`src/rtl/axi_master_wr_burst_if.sv`:
```
// Command, local write-data and AXI AW/W/B channels of the burst write master.
// The master modport is the design side; slave is the command source / AXI slave side.
interface axi_master_wr_burst_if #(
    parameter int ADDR_BITS = 32,
    parameter int DATA_BITS = 32,
    parameter int LEN_BITS  = 8,
    parameter int SIZE_BITS = 3,
    parameter int ID_BITS   = 4
);
    logic                   cmd_valid;
    logic                   cmd_ready;
    logic [ADDR_BITS-1:0]   cmd_addr;
    logic [LEN_BITS-1:0]    cmd_len;
    logic [SIZE_BITS-1:0]   cmd_size;
    logic [1:0]             cmd_burst;
    logic [3:0]             cmd_cache;
    logic [ID_BITS-1:0]     cmd_id;

    logic                   wd_valid;
    logic                   wd_ready;
    logic [DATA_BITS-1:0]   wd_data;
    logic [DATA_BITS/8-1:0] wd_strb;

    logic                   aw_valid;
    logic                   aw_ready;
    logic [ID_BITS-1:0]     aw_id;
    logic [ADDR_BITS-1:0]   aw_addr;
    logic [LEN_BITS-1:0]    aw_len;
    logic [SIZE_BITS-1:0]   aw_size;
    logic [1:0]             aw_burst;
    logic [3:0]             aw_cache;

    logic                   w_valid;
    logic                   w_ready;
    logic [DATA_BITS-1:0]   w_data;
    logic [DATA_BITS/8-1:0] w_strb;
    logic                   w_last;

    logic                   b_valid;
    logic                   b_ready;
    logic [ID_BITS-1:0]     b_id;
    logic [1:0]             b_resp;

    modport master (
        input  cmd_valid, cmd_addr, cmd_len, cmd_size, cmd_burst, cmd_cache, cmd_id,
        output cmd_ready,
        input  wd_valid, wd_data, wd_strb,
        output wd_ready,
        output aw_valid, aw_id, aw_addr, aw_len, aw_size, aw_burst, aw_cache,
        input  aw_ready,
        output w_valid, w_data, w_strb, w_last,
        input  w_ready,
        input  b_valid, b_id, b_resp,
        output b_ready
    );

    modport slave (
        output cmd_valid, cmd_addr, cmd_len, cmd_size, cmd_burst, cmd_cache, cmd_id,
        input  cmd_ready,
        output wd_valid, wd_data, wd_strb,
        input  wd_ready,
        input  aw_valid, aw_id, aw_addr, aw_len, aw_size, aw_burst, aw_cache,
        output aw_ready,
        input  w_valid, w_data, w_strb, w_last,
        output w_ready,
        output b_valid, b_id, b_resp,
        input  b_ready
    );
endinterface

```
`src/rtl/axi_master_wr_burst.sv`:
```
// Single-outstanding AXI write master: one command -> AW + FIXED/INCR/WRAP W burst -> B check.
// Illegal commands complete without bus traffic and report SLVERR with done_err[0].
module axi_master_wr_burst #(
    parameter int ADDR_BITS = 32,
    parameter int DATA_BITS = 32,
    parameter int LEN_BITS  = 8,
    parameter int SIZE_BITS = 3,
    parameter int ID_BITS   = 4
) (
    input  logic                 aclk,
    input  logic                 areset_n,
    axi_master_wr_burst_if.master bus,
    output logic [ADDR_BITS-1:0] beat_addr,
    output logic                 busy,
    output logic                 done,
    output logic [1:0]           done_resp,
    output logic [1:0]           done_err
);
    localparam int STRB_BITS = DATA_BITS / 8;
    localparam int SIZE_MAX  = $clog2(STRB_BITS);

    typedef enum logic [2:0] {IDLE, CHECK, XFER, RESP, DONE} state_t;

    state_t                 state_q;
    logic                   cmd_ready_q;
    logic [ADDR_BITS-1:0]   addr_q;
    logic [LEN_BITS-1:0]    len_q;
    logic [SIZE_BITS-1:0]   size_q;
    logic [1:0]             burst_q;
    logic [3:0]             cache_q;
    logic [ID_BITS-1:0]     id_q;
    logic                   aw_valid_q, aw_done_q;
    logic                   w_valid_q, w_last_q, w_done_q;
    logic [DATA_BITS-1:0]   w_data_q;
    logic [STRB_BITS-1:0]   w_strb_q;
    logic [LEN_BITS-1:0]    ld_cnt_q;
    logic                   loaded_all_q;
    logic                   b_ready_q;
    logic [ADDR_BITS-1:0]   beat_addr_q;
    logic                   busy_q, done_q;
    logic [1:0]             done_resp_q, done_err_q;

    logic                   aw_hs, w_hs, wd_hs, b_hs, wd_ready;
    logic [63:0]            burst_bytes;
    logic [ADDR_BITS-1:0]   step, wrap_mask, start_addr_d, beat_addr_d;
    logic                   bad_burst, bad_wrap, bad_size, bad_4k, illegal_d;

    // Burst geometry is derived from the registered command only.
    assign burst_bytes  = (64'(len_q) + 64'd1) << size_q;
    assign step         = ADDR_BITS'(1) << size_q;
    assign wrap_mask    = ADDR_BITS'(burst_bytes) - ADDR_BITS'(1);
    assign start_addr_d = addr_q & ~(step - ADDR_BITS'(1));

    always_comb begin
        beat_addr_d = beat_addr_q;
        case (burst_q)
            2'b00:   beat_addr_d = beat_addr_q;
            2'b10:   beat_addr_d = (beat_addr_q & ~wrap_mask) | ((beat_addr_q + step) & wrap_mask);
            default: beat_addr_d = beat_addr_q + step;
        endcase
    end

    assign bad_burst = (burst_q == 2'b11);
    assign bad_wrap  = (burst_q == 2'b10) &&
                       !((len_q == LEN_BITS'(1)) || (len_q == LEN_BITS'(3)) ||
                         (len_q == LEN_BITS'(7)) || (len_q == LEN_BITS'(15)));
    assign bad_size  = 32'(size_q) > 32'(SIZE_MAX);
    assign bad_4k    = (burst_q == 2'b01) && ((64'(addr_q[11:0]) + burst_bytes) > 64'd4096);
    assign illegal_d = bad_burst | bad_wrap | bad_size | bad_4k;

    // One-entry skid: a new beat may load whenever the held beat is empty or leaving.
    assign wd_ready = (state_q == XFER) && !loaded_all_q && (!w_valid_q || bus.w_ready);
    assign aw_hs    = aw_valid_q && bus.aw_ready;
    assign w_hs     = w_valid_q && bus.w_ready;
    assign wd_hs    = bus.wd_valid && wd_ready;
    assign b_hs     = b_ready_q && bus.b_valid;

    always_ff @(posedge aclk or negedge areset_n) begin
        if (!areset_n) begin
            state_q      <= IDLE;
            cmd_ready_q  <= 1'b0;
            addr_q       <= '0;
            len_q        <= '0;
            size_q       <= '0;
            burst_q      <= '0;
            cache_q      <= '0;
            id_q         <= '0;
            aw_valid_q   <= 1'b0;
            aw_done_q    <= 1'b0;
            w_valid_q    <= 1'b0;
            w_last_q     <= 1'b0;
            w_done_q     <= 1'b0;
            w_data_q     <= '0;
            w_strb_q     <= '0;
            ld_cnt_q     <= '0;
            loaded_all_q <= 1'b0;
            b_ready_q    <= 1'b0;
            beat_addr_q  <= '0;
            busy_q       <= 1'b0;
            done_q       <= 1'b0;
            done_resp_q  <= '0;
            done_err_q   <= '0;
        end else begin
            done_q <= 1'b0;
            case (state_q)
                IDLE: begin
                    cmd_ready_q <= 1'b1;
                    if (bus.cmd_valid && cmd_ready_q) begin
                        addr_q      <= bus.cmd_addr;
                        len_q       <= bus.cmd_len;
                        size_q      <= bus.cmd_size;
                        burst_q     <= bus.cmd_burst;
                        cache_q     <= bus.cmd_cache;
                        id_q        <= bus.cmd_id;
                        cmd_ready_q <= 1'b0;
                        busy_q      <= 1'b1;
                        state_q     <= CHECK;
                    end
                end
                CHECK: begin
                    if (illegal_d) begin
                        done_resp_q <= 2'b10;
                        done_err_q  <= 2'b01;
                        busy_q      <= 1'b0;
                        done_q      <= 1'b1;
                        state_q     <= DONE;
                    end else begin
                        aw_valid_q   <= 1'b1;
                        aw_done_q    <= 1'b0;
                        w_done_q     <= 1'b0;
                        ld_cnt_q     <= '0;
                        loaded_all_q <= 1'b0;
                        beat_addr_q  <= start_addr_d;
                        state_q      <= XFER;
                    end
                end
                XFER: begin
                    if (aw_hs) begin
                        aw_valid_q <= 1'b0;
                        aw_done_q  <= 1'b1;
                    end
                    if (w_hs) begin
                        beat_addr_q <= beat_addr_d;
                        if (w_last_q) w_done_q <= 1'b1;
                    end
                    if (wd_hs) begin
                        w_valid_q <= 1'b1;
                        w_data_q  <= bus.wd_data;
                        w_strb_q  <= bus.wd_strb;
                        w_last_q  <= (ld_cnt_q == len_q);
                        ld_cnt_q  <= ld_cnt_q + LEN_BITS'(1);
                        if (ld_cnt_q == len_q) loaded_all_q <= 1'b1;
                    end else if (w_hs) begin
                        w_valid_q <= 1'b0;
                    end
                    // B is only accepted once both the address and the final beat are out.
                    if ((aw_done_q || aw_hs) && (w_done_q || (w_hs && w_last_q))) begin
                        b_ready_q <= 1'b1;
                        state_q   <= RESP;
                    end
                end
                RESP: begin
                    if (b_hs) begin
                        done_resp_q <= bus.b_resp;
                        done_err_q  <= {bus.b_id != id_q, 1'b0};
                        b_ready_q   <= 1'b0;
                        busy_q      <= 1'b0;
                        done_q      <= 1'b1;
                        state_q     <= DONE;
                    end
                end
                DONE:    state_q <= IDLE;
                default: state_q <= IDLE;
            endcase
        end
    end

    assign bus.cmd_ready = cmd_ready_q;
    assign bus.wd_ready  = wd_ready;
    assign bus.aw_valid  = aw_valid_q;
    assign bus.aw_id     = id_q;
    assign bus.aw_addr   = addr_q;
    assign bus.aw_len    = len_q;
    assign bus.aw_size   = size_q;
    assign bus.aw_burst  = burst_q;
    assign bus.aw_cache  = cache_q;
    assign bus.w_valid   = w_valid_q;
    assign bus.w_data    = w_data_q;
    assign bus.w_strb    = w_strb_q;
    assign bus.w_last    = w_last_q;
    assign bus.b_ready   = b_ready_q;
    assign beat_addr     = beat_addr_q;
    assign busy          = busy_q;
    assign done          = done_q;
    assign done_resp     = done_resp_q;
    assign done_err      = done_err_q;
endmodule
```
`src/flat_wrapper.sv`:
```
// flat-port wrapper written by rule: the top's interface ports become plain ports
module axi_master_wr_burst_flat 
#(
    parameter int ADDR_BITS = 32,
    parameter int DATA_BITS = 32,
    parameter int LEN_BITS  = 8,
    parameter int SIZE_BITS = 3,
    parameter int ID_BITS   = 4
)
  (aclk, areset_n, beat_addr, busy, done, done_resp, done_err, bus_cmd_valid, bus_cmd_addr, bus_cmd_len, bus_cmd_size, bus_cmd_burst, bus_cmd_cache, bus_cmd_id, bus_cmd_ready, bus_wd_valid, bus_wd_data, bus_wd_strb, bus_wd_ready, bus_aw_valid, bus_aw_id, bus_aw_addr, bus_aw_len, bus_aw_size, bus_aw_burst, bus_aw_cache, bus_aw_ready, bus_w_valid, bus_w_data, bus_w_strb, bus_w_last, bus_w_ready, bus_b_valid, bus_b_id, bus_b_resp, bus_b_ready);
  axi_master_wr_burst_if #(.ADDR_BITS(ADDR_BITS), .DATA_BITS(DATA_BITS), .LEN_BITS(LEN_BITS), .SIZE_BITS(SIZE_BITS), .ID_BITS(ID_BITS)) bus_i ();
  input  logic aclk;
  input  logic areset_n;
  output logic [ADDR_BITS-1:0] beat_addr;
  output logic busy;
  output logic done;
  output logic [1:0] done_resp;
  output logic [1:0] done_err;
  input wire logic [$bits(bus_i.cmd_valid)-1:0] bus_cmd_valid;
  input wire logic [$bits(bus_i.cmd_addr)-1:0] bus_cmd_addr;
  input wire logic [$bits(bus_i.cmd_len)-1:0] bus_cmd_len;
  input wire logic [$bits(bus_i.cmd_size)-1:0] bus_cmd_size;
  input wire logic [$bits(bus_i.cmd_burst)-1:0] bus_cmd_burst;
  input wire logic [$bits(bus_i.cmd_cache)-1:0] bus_cmd_cache;
  input wire logic [$bits(bus_i.cmd_id)-1:0] bus_cmd_id;
  output wire logic [$bits(bus_i.cmd_ready)-1:0] bus_cmd_ready;
  input wire logic [$bits(bus_i.wd_valid)-1:0] bus_wd_valid;
  input wire logic [$bits(bus_i.wd_data)-1:0] bus_wd_data;
  input wire logic [$bits(bus_i.wd_strb)-1:0] bus_wd_strb;
  output wire logic [$bits(bus_i.wd_ready)-1:0] bus_wd_ready;
  output wire logic [$bits(bus_i.aw_valid)-1:0] bus_aw_valid;
  output wire logic [$bits(bus_i.aw_id)-1:0] bus_aw_id;
  output wire logic [$bits(bus_i.aw_addr)-1:0] bus_aw_addr;
  output wire logic [$bits(bus_i.aw_len)-1:0] bus_aw_len;
  output wire logic [$bits(bus_i.aw_size)-1:0] bus_aw_size;
  output wire logic [$bits(bus_i.aw_burst)-1:0] bus_aw_burst;
  output wire logic [$bits(bus_i.aw_cache)-1:0] bus_aw_cache;
  input wire logic [$bits(bus_i.aw_ready)-1:0] bus_aw_ready;
  output wire logic [$bits(bus_i.w_valid)-1:0] bus_w_valid;
  output wire logic [$bits(bus_i.w_data)-1:0] bus_w_data;
  output wire logic [$bits(bus_i.w_strb)-1:0] bus_w_strb;
  output wire logic [$bits(bus_i.w_last)-1:0] bus_w_last;
  input wire logic [$bits(bus_i.w_ready)-1:0] bus_w_ready;
  input wire logic [$bits(bus_i.b_valid)-1:0] bus_b_valid;
  input wire logic [$bits(bus_i.b_id)-1:0] bus_b_id;
  input wire logic [$bits(bus_i.b_resp)-1:0] bus_b_resp;
  output wire logic [$bits(bus_i.b_ready)-1:0] bus_b_ready;
  assign bus_i.cmd_valid = bus_cmd_valid;
  assign bus_i.cmd_addr = bus_cmd_addr;
  assign bus_i.cmd_len = bus_cmd_len;
  assign bus_i.cmd_size = bus_cmd_size;
  assign bus_i.cmd_burst = bus_cmd_burst;
  assign bus_i.cmd_cache = bus_cmd_cache;
  assign bus_i.cmd_id = bus_cmd_id;
  assign bus_cmd_ready = bus_i.cmd_ready;
  assign bus_i.wd_valid = bus_wd_valid;
  assign bus_i.wd_data = bus_wd_data;
  assign bus_i.wd_strb = bus_wd_strb;
  assign bus_wd_ready = bus_i.wd_ready;
  assign bus_aw_valid = bus_i.aw_valid;
  assign bus_aw_id = bus_i.aw_id;
  assign bus_aw_addr = bus_i.aw_addr;
  assign bus_aw_len = bus_i.aw_len;
  assign bus_aw_size = bus_i.aw_size;
  assign bus_aw_burst = bus_i.aw_burst;
  assign bus_aw_cache = bus_i.aw_cache;
  assign bus_i.aw_ready = bus_aw_ready;
  assign bus_w_valid = bus_i.w_valid;
  assign bus_w_data = bus_i.w_data;
  assign bus_w_strb = bus_i.w_strb;
  assign bus_w_last = bus_i.w_last;
  assign bus_i.w_ready = bus_w_ready;
  assign bus_i.b_valid = bus_b_valid;
  assign bus_i.b_id = bus_b_id;
  assign bus_i.b_resp = bus_b_resp;
  assign bus_b_ready = bus_i.b_ready;
  axi_master_wr_burst #(.ADDR_BITS(ADDR_BITS), .DATA_BITS(DATA_BITS), .LEN_BITS(LEN_BITS), .SIZE_BITS(SIZE_BITS), .ID_BITS(ID_BITS)) u_core (.aclk(aclk), .areset_n(areset_n), .bus(bus_i), .beat_addr(beat_addr), .busy(busy), .done(done), .done_resp(done_resp), .done_err(done_err));
endmodule
```
`config.mk`:
```
export PLATFORM = sky130hd
export DESIGN_NAME = axi_master_wr_burst_flat
export DESIGN_NICKNAME = d
export VERILOG_FILES = /design/src/rtl/axi_master_wr_burst_if.sv /design/src/rtl/axi_master_wr_burst.sv /design/src/flat_wrapper.sv
export SDC_FILE = /design/constraint.sdc
export NUM_CORES = 1
export LEC_CHECK = 0
export ABC_AREA = 1
export BUFFER_PORTS_ARGS = -buffer_cell sky130_fd_sc_hd__buf_2
export CAP_MARGIN = 20
export CELL_PAD_IN_SITES_DETAIL_PLACEMENT = 1
export CELL_PAD_IN_SITES_GLOBAL_PLACEMENT = 1
export CORE_MARGIN = 2
export CORE_UTILIZATION = 34
export DETAILED_ROUTE_END_ITERATION = 8
export GPL_TIMING_DRIVEN = 0
export PLACE_DENSITY_LB_ADDON = 0.1
export SLEW_MARGIN = 10
export SYNTH_ARGS = -nofsm -noshare
export SYNTH_HDL_FRONTEND = slang
export SYNTH_SLANG_ARGS = --single-unit
```
`constraint.sdc`:
```
create_clock -name aclk -period 3.36 [get_ports aclk]
set_clock_uncertainty 0.05 [all_clocks]
set_input_delay 0.672 -clock aclk [delete_from_list [all_inputs] [get_ports aclk]]
set_output_delay 0.672 -clock aclk [all_outputs]
set_load 0.02 [all_outputs]
```
# == Word-level counts from Yosys, hierarchy flattened ==
# Cells that the tools add are included.
# op_classes
n_reduce_logical,39
bitwise_logic,9
addsub,6
shift,2
n_lt_le_gt_ge,2
n_mux,42
eq_ne,23
# ops
op,n
$pmux W32 S2,2
$and A32 B32 Y32,3
$add A12 B64 Y64,1
$gt A64 B13 Y1 const B,1
$mux W32,2
$not A32 Y32,2
$shl A64 B3 Y64,1
$sub A32 B1 Y32 const B,2
$add A32 B32 Y32,1
$or A32 B32 Y32,1
$shl A1 B3 Y32 const A,1
$mux W1,17
$mux W8,2
$pmux W8 S2,1
$reduce_and A4 Y1,4
$reduce_and A3 Y1,5
$ne A2 B1 Y1 const B,7
$mux W3,4
$pmux W1 S2,6
$pmux W3 S4,1
$logic_and A1 B1 Y1,11
$add A8 B1 Y9 const B,1
$add A8 B1 Y8 const B,1
$eq A8 B1 Y1 const B,1
22 further kinds,45
# word_totals
elab_cells,146
out_inout_bits,133
register_bits,146
inputBits,102

# == Depth between registers and ports, before layout ==
# logic_depth
word_depth,11
depth_mapped,30

# == Worst setup path after synthesis ==
# OpenSTA, ideal clock, no wires.
# synth_timing
path_type,register -> register
startpoint,register u_core.len_q[1] (netlist: u_core.bus.aw_len[1])
endpoint,register with a tool-made name
path_slack_ns,-0.184
synth_period_minus_slack_ns,3.544
setup_time_ns,0.118
arrival_time_ns,3.376
t_required_ns,3.192
path_buffers,1
path_stages_with_launch,26
path_cell_list,dfrtp_1 -> inv_1 -> ha_1 -> inv_1 -> o21ai_0 -> or2_2 -> inv_1 -> fa_1 -> or2_2 -> nor2_1 -> nand2_1 -> nor2_1 -> nand2_1 -> nor2_1 -> nand3_1 -> nor2_1 -> nand4_1 -> nand2_1 -> nand3_1 -> nand2_1 -> nand2_1 -> nand2_2 -> buf_6 -> nand3_2 -> nand2_1 -> nand2_1
# synth_rtl
item,line,source
"start, declared",axi_master_wr_burst.sv:27,logic [LEN_BITS-1:0] len_q;
"start signal, assigned",axi_master_wr_burst.sv:110,len_q <= bus.cmd_len;

==> flow_summary.yaml <==
clock_network:
  clk_pin_slew_ns: 0.07
  postCtsHoldBufs: 0
  cts-root-buf: "clkbuf_16"
  cts_tree: "done"
  cts_buffers: 17
  clk_latency_ns: 0.43
  htree_levels: 4
  clock_path_buffers: 2
  cts.sink_count: 146
synth:
  synth_top_family_by_area: "simple AND/OR/NAND/NOR gates"
  yosys_warnings: 0
  synth_xor_xnor_area_share: 0.0238
  synth_seq_cells: 146
  synth_cell_types: 38
  yosysSeqAreaShare: 0.382
  synth_compound_area_frac: 0.0584
  synthAdderAreaFrac: 0.0409
  syn_avg_cell_area_sq_um: 6.71
  synth_simple_gate_area_share: 0.420
  netlist_area_sq_um: 9560
  postSynthCellCount: 1423
  synthMuxAreaShare: 0
  syn_nets: 1555
floorplanning:
  dieWidth_microns: 172
  die_h_microns: 172
  initial_core_util: 0.345
  die_area_sq_um: 29500
  std_cell_rows: 61
  num_io_pins: 235
  coreArea_sq_um: 27700
timing:
  worst_slew_pin_slew_ns: 0.886
  rsz0062_at_grt: "true"
  setup_violations: 52
  fin_ws_ns: -0.473
  finalMaxSlewViolations: 0
  relSlewSlack: 0.410
  finalHoldViolations: 0
  max_freq_mhz: 261
  post-route-period-util: 1.14
  fin_crit_ns: 3.83
power_and_ir_drop:
  comb_power_share: 0.630
  switchingPower_w: 0.00770
  switching_share: 0.532
  pwr-share-seq: 0.226
  p_leak_nw: 6.71
  pwr_density_cell_nw_per_um2: 1150
  ir_drop_uv: 358
  p_int_w: 0.00678
  clkPwrFrac: 0.144
outcome:
  violations: "setup timing"
  status: "complete, but fails checks"
grt:
  grt_pass1_vias: 10716
  grt_overflow_total: 0
  antenna_found_initial: 2
  grt_first_pass_wirelength_microns: 59300
  track_usage: 0.260
  grt_max_degree: 77
setup_path:
  worstPathMaxFanout: 10
  cpMostUsedCell: "nand2_1"
  critPathMaxStageDelay_ns: 0.47
  crit_type: "reg2reg"
  startpoint_type: "flop"
  required_ns: 3.68
  crit_path_end_kind: "flop"
  crit_arrival_ns: 4.15
  slowest_stage: "dfrtp_2"
layout:
  layout.nets: 1829
  syn2layout_area_growth_pct: 32.1
  final_cells: 2089
  fill_cells: 3633
  final_cell_area_sq_um: 12600
  drive_gt1_frac: 0.254
detailed_routing:
  drtAntennaViolNets: 0
  firstDrtPassIters: 5
  wl_per_cell_microns: 18.4
  vias_per_cell: 5.04
  dr_total_vias: 10523
  drt-total-wl_microns: 38400
  drt_iter0_markers: 477
  drc: 0
placement:
  postPlaceCellArea_sq_um: 11300
  dp_hpwl_microns: 29200
  gp_congestion: 0.902
  placed_cells: 2036
  port-buffer-count: 234
run:
  drv_cap: 0
worst_hold_path:
  hold_path_class: "in2async"
## timing repair
item                       in CTS  in global routing
cloned                          1                  1
setup buffers                  13                  5
pin swaps                       9                 28
resized for setup              88                 50
setup endpoints to repair      52                 52
## per-layer routing
metal / wire length (microns) / share of wire / vias to the layer above / track usage
met5: 0 / 0 / - / 0
met4: 663 / 0.017 / 0 / 0.0660
met3: 1770 / 0.046 / 38 / 0.0446
met2: 18500 / 0.48 / 238 / 0.440
met1: 17400 / 0.45 / 5127 / 0.343
li1: - / - / 5120 / -
## synth_stat cells (all sizes together)
cell type | number | area share
fa | 2 | 0.0042
clkinv | 1 | 0.00039
o21ai | 55 | 0.029
o31ai | 6 | 0.0047
nor2 | 98 | 0.041
ha | 28 | 0.037
dfrtp | 146 | 0.38
nand3 | 169 | 0.092
inv | 126 | 0.049
nor4 | 4 | 0.0026
a21oi | 26 | 0.014
xor2 | 12 | 0.011
buf | 17 | 0.011
a31oi | 1 | 0.00066
o22ai | 1 | 0.00066
nand2 | 598 | 0.24
nand3b | 3 | 0.0024
nand4 | 53 | 0.035
a22oi | 2 | 0.0016
o2111ai | 1 | 0.00092
and2 | 1 | 0.00066
o211ai | 3 | 0.0024
xnor2 | 14 | 0.013
or2 | 6 | 0.0039
nor3 | 9 | 0.0047
clkbuf | 35 | 0.014
o21bai | 4 | 0.0031
o21a | 2 | 0.0016
## power groups by stage
stage | logic [W] | clock network, W | registers (W)
detailed placement | 0.00789 | 0 | 0.00326
floorplan | 0.00449 | 0 | 0.00389
global placement | 0.00770 | 0 | 0.00324
CTS | 0.00878 | 0.00213 | 0.00327
finish | 0.00911 | 0.00209 | 0.00327
global route | 0.0101 | 0.00218 | 0.00337
## per-stage QoR
step	total power, W	setup TNS (ns)	utilization	hold WS [ns]	setup slack [ns]
floorplan	0.00838	0	-	0.326	0.00592
global placement	0.0109	-183.79	0.405	0.402	-1.24
detailed placement	0.0112	-48.98	0.406	0.408	-1.07
CTS	0.0142	-17.94	0.447	0.172	-0.413
global route	0.0156	-35.35	0.456	0.181	-0.723
finish	0.0145	-21.46	0.456	0.131	-0.473
## final timing paths
path | from | to | slack [ns] | depth (start not counted)
setup / recovery | u_core.bus.aw_len[0] | flop | -0.47 | 25
hold / removal | areset_n | u_core.bus.aw_addr[6] | 0.13 | 1
setup reg to reg | u_core.bus.aw_len[0] | flop | -0.47 | 25
hold reg to reg | u_core.bus.aw_cache[1] | u_core.bus.aw_cache[1] | 0.43 | 2
max in group asynchronous | areset_n | u_core.bus.aw_addr[10] | 2.32 | 2
min in group aclk | bus_wd_data[25] | u_core.bus.w_data[25] | 0.37 | 3
## critical path: cells and delay by family, from the launching register on
kind	cells	cell delay, ns
adders and majority gates	2	0.70
and+or+nand+nor	17	1.83
buffers and inverters	5	0.53
AOI/OAI and AO/OA	1	0.17
DFF	1	0.47
## layout make-up
class	instances	area, sq um	share of cell area
multi-input combinational	1098	5670	0.449
sequential	146	3660	0.290
timing repair buffer	255	1420	0.112
inverter	127	487	0.0385
tap	378	473	0.0375
clock buffer	17	425	0.0337
buffer	52	304	0.0241
clock inverter	15	188	0.0149
antenna	1	2.50	0.000198
## cell usage in the layout (no fill, tap or decap), types with 5 or more instances in the layout
cell type  synthesis  layout
nor2_2             4      13
o21ai_2            1       5
xnor2_1           14      14
o21ai_0           51      44
nand3_1          162     139
nor3_1             9       9
inv_1            121     114
buf_6              4       5
o31ai_1            6       6
a21oi_1           26      24
nand3_2            7      25
nand2_2           10      34
buf_2              7     239
nor2_1            92      81
ha_1              28      17
inv_2              5       9
nand4_1           53      53
clkbuf_1          35      34
xor2_1            12      12
inv_6              0       6
nand3_4            0       5
clkbuf_16          0      18
ha_4               0      10
nand2_1          588     558
dfrtp_2            0       6
dfrtp_1          146     140
buf_4              1      17
nand2_4            0       5
## cell families after synthesis
group / after synthesis
adder cells (fa/ha/maj): 30
buffers and inverters: 179
AND/OR/NAND/NOR: 941
flip-flops: 146
XOR/XNOR: 26
AO/OA/AOI/OAI: 101
Note: power is estimated with default switching activity, not from simulation.
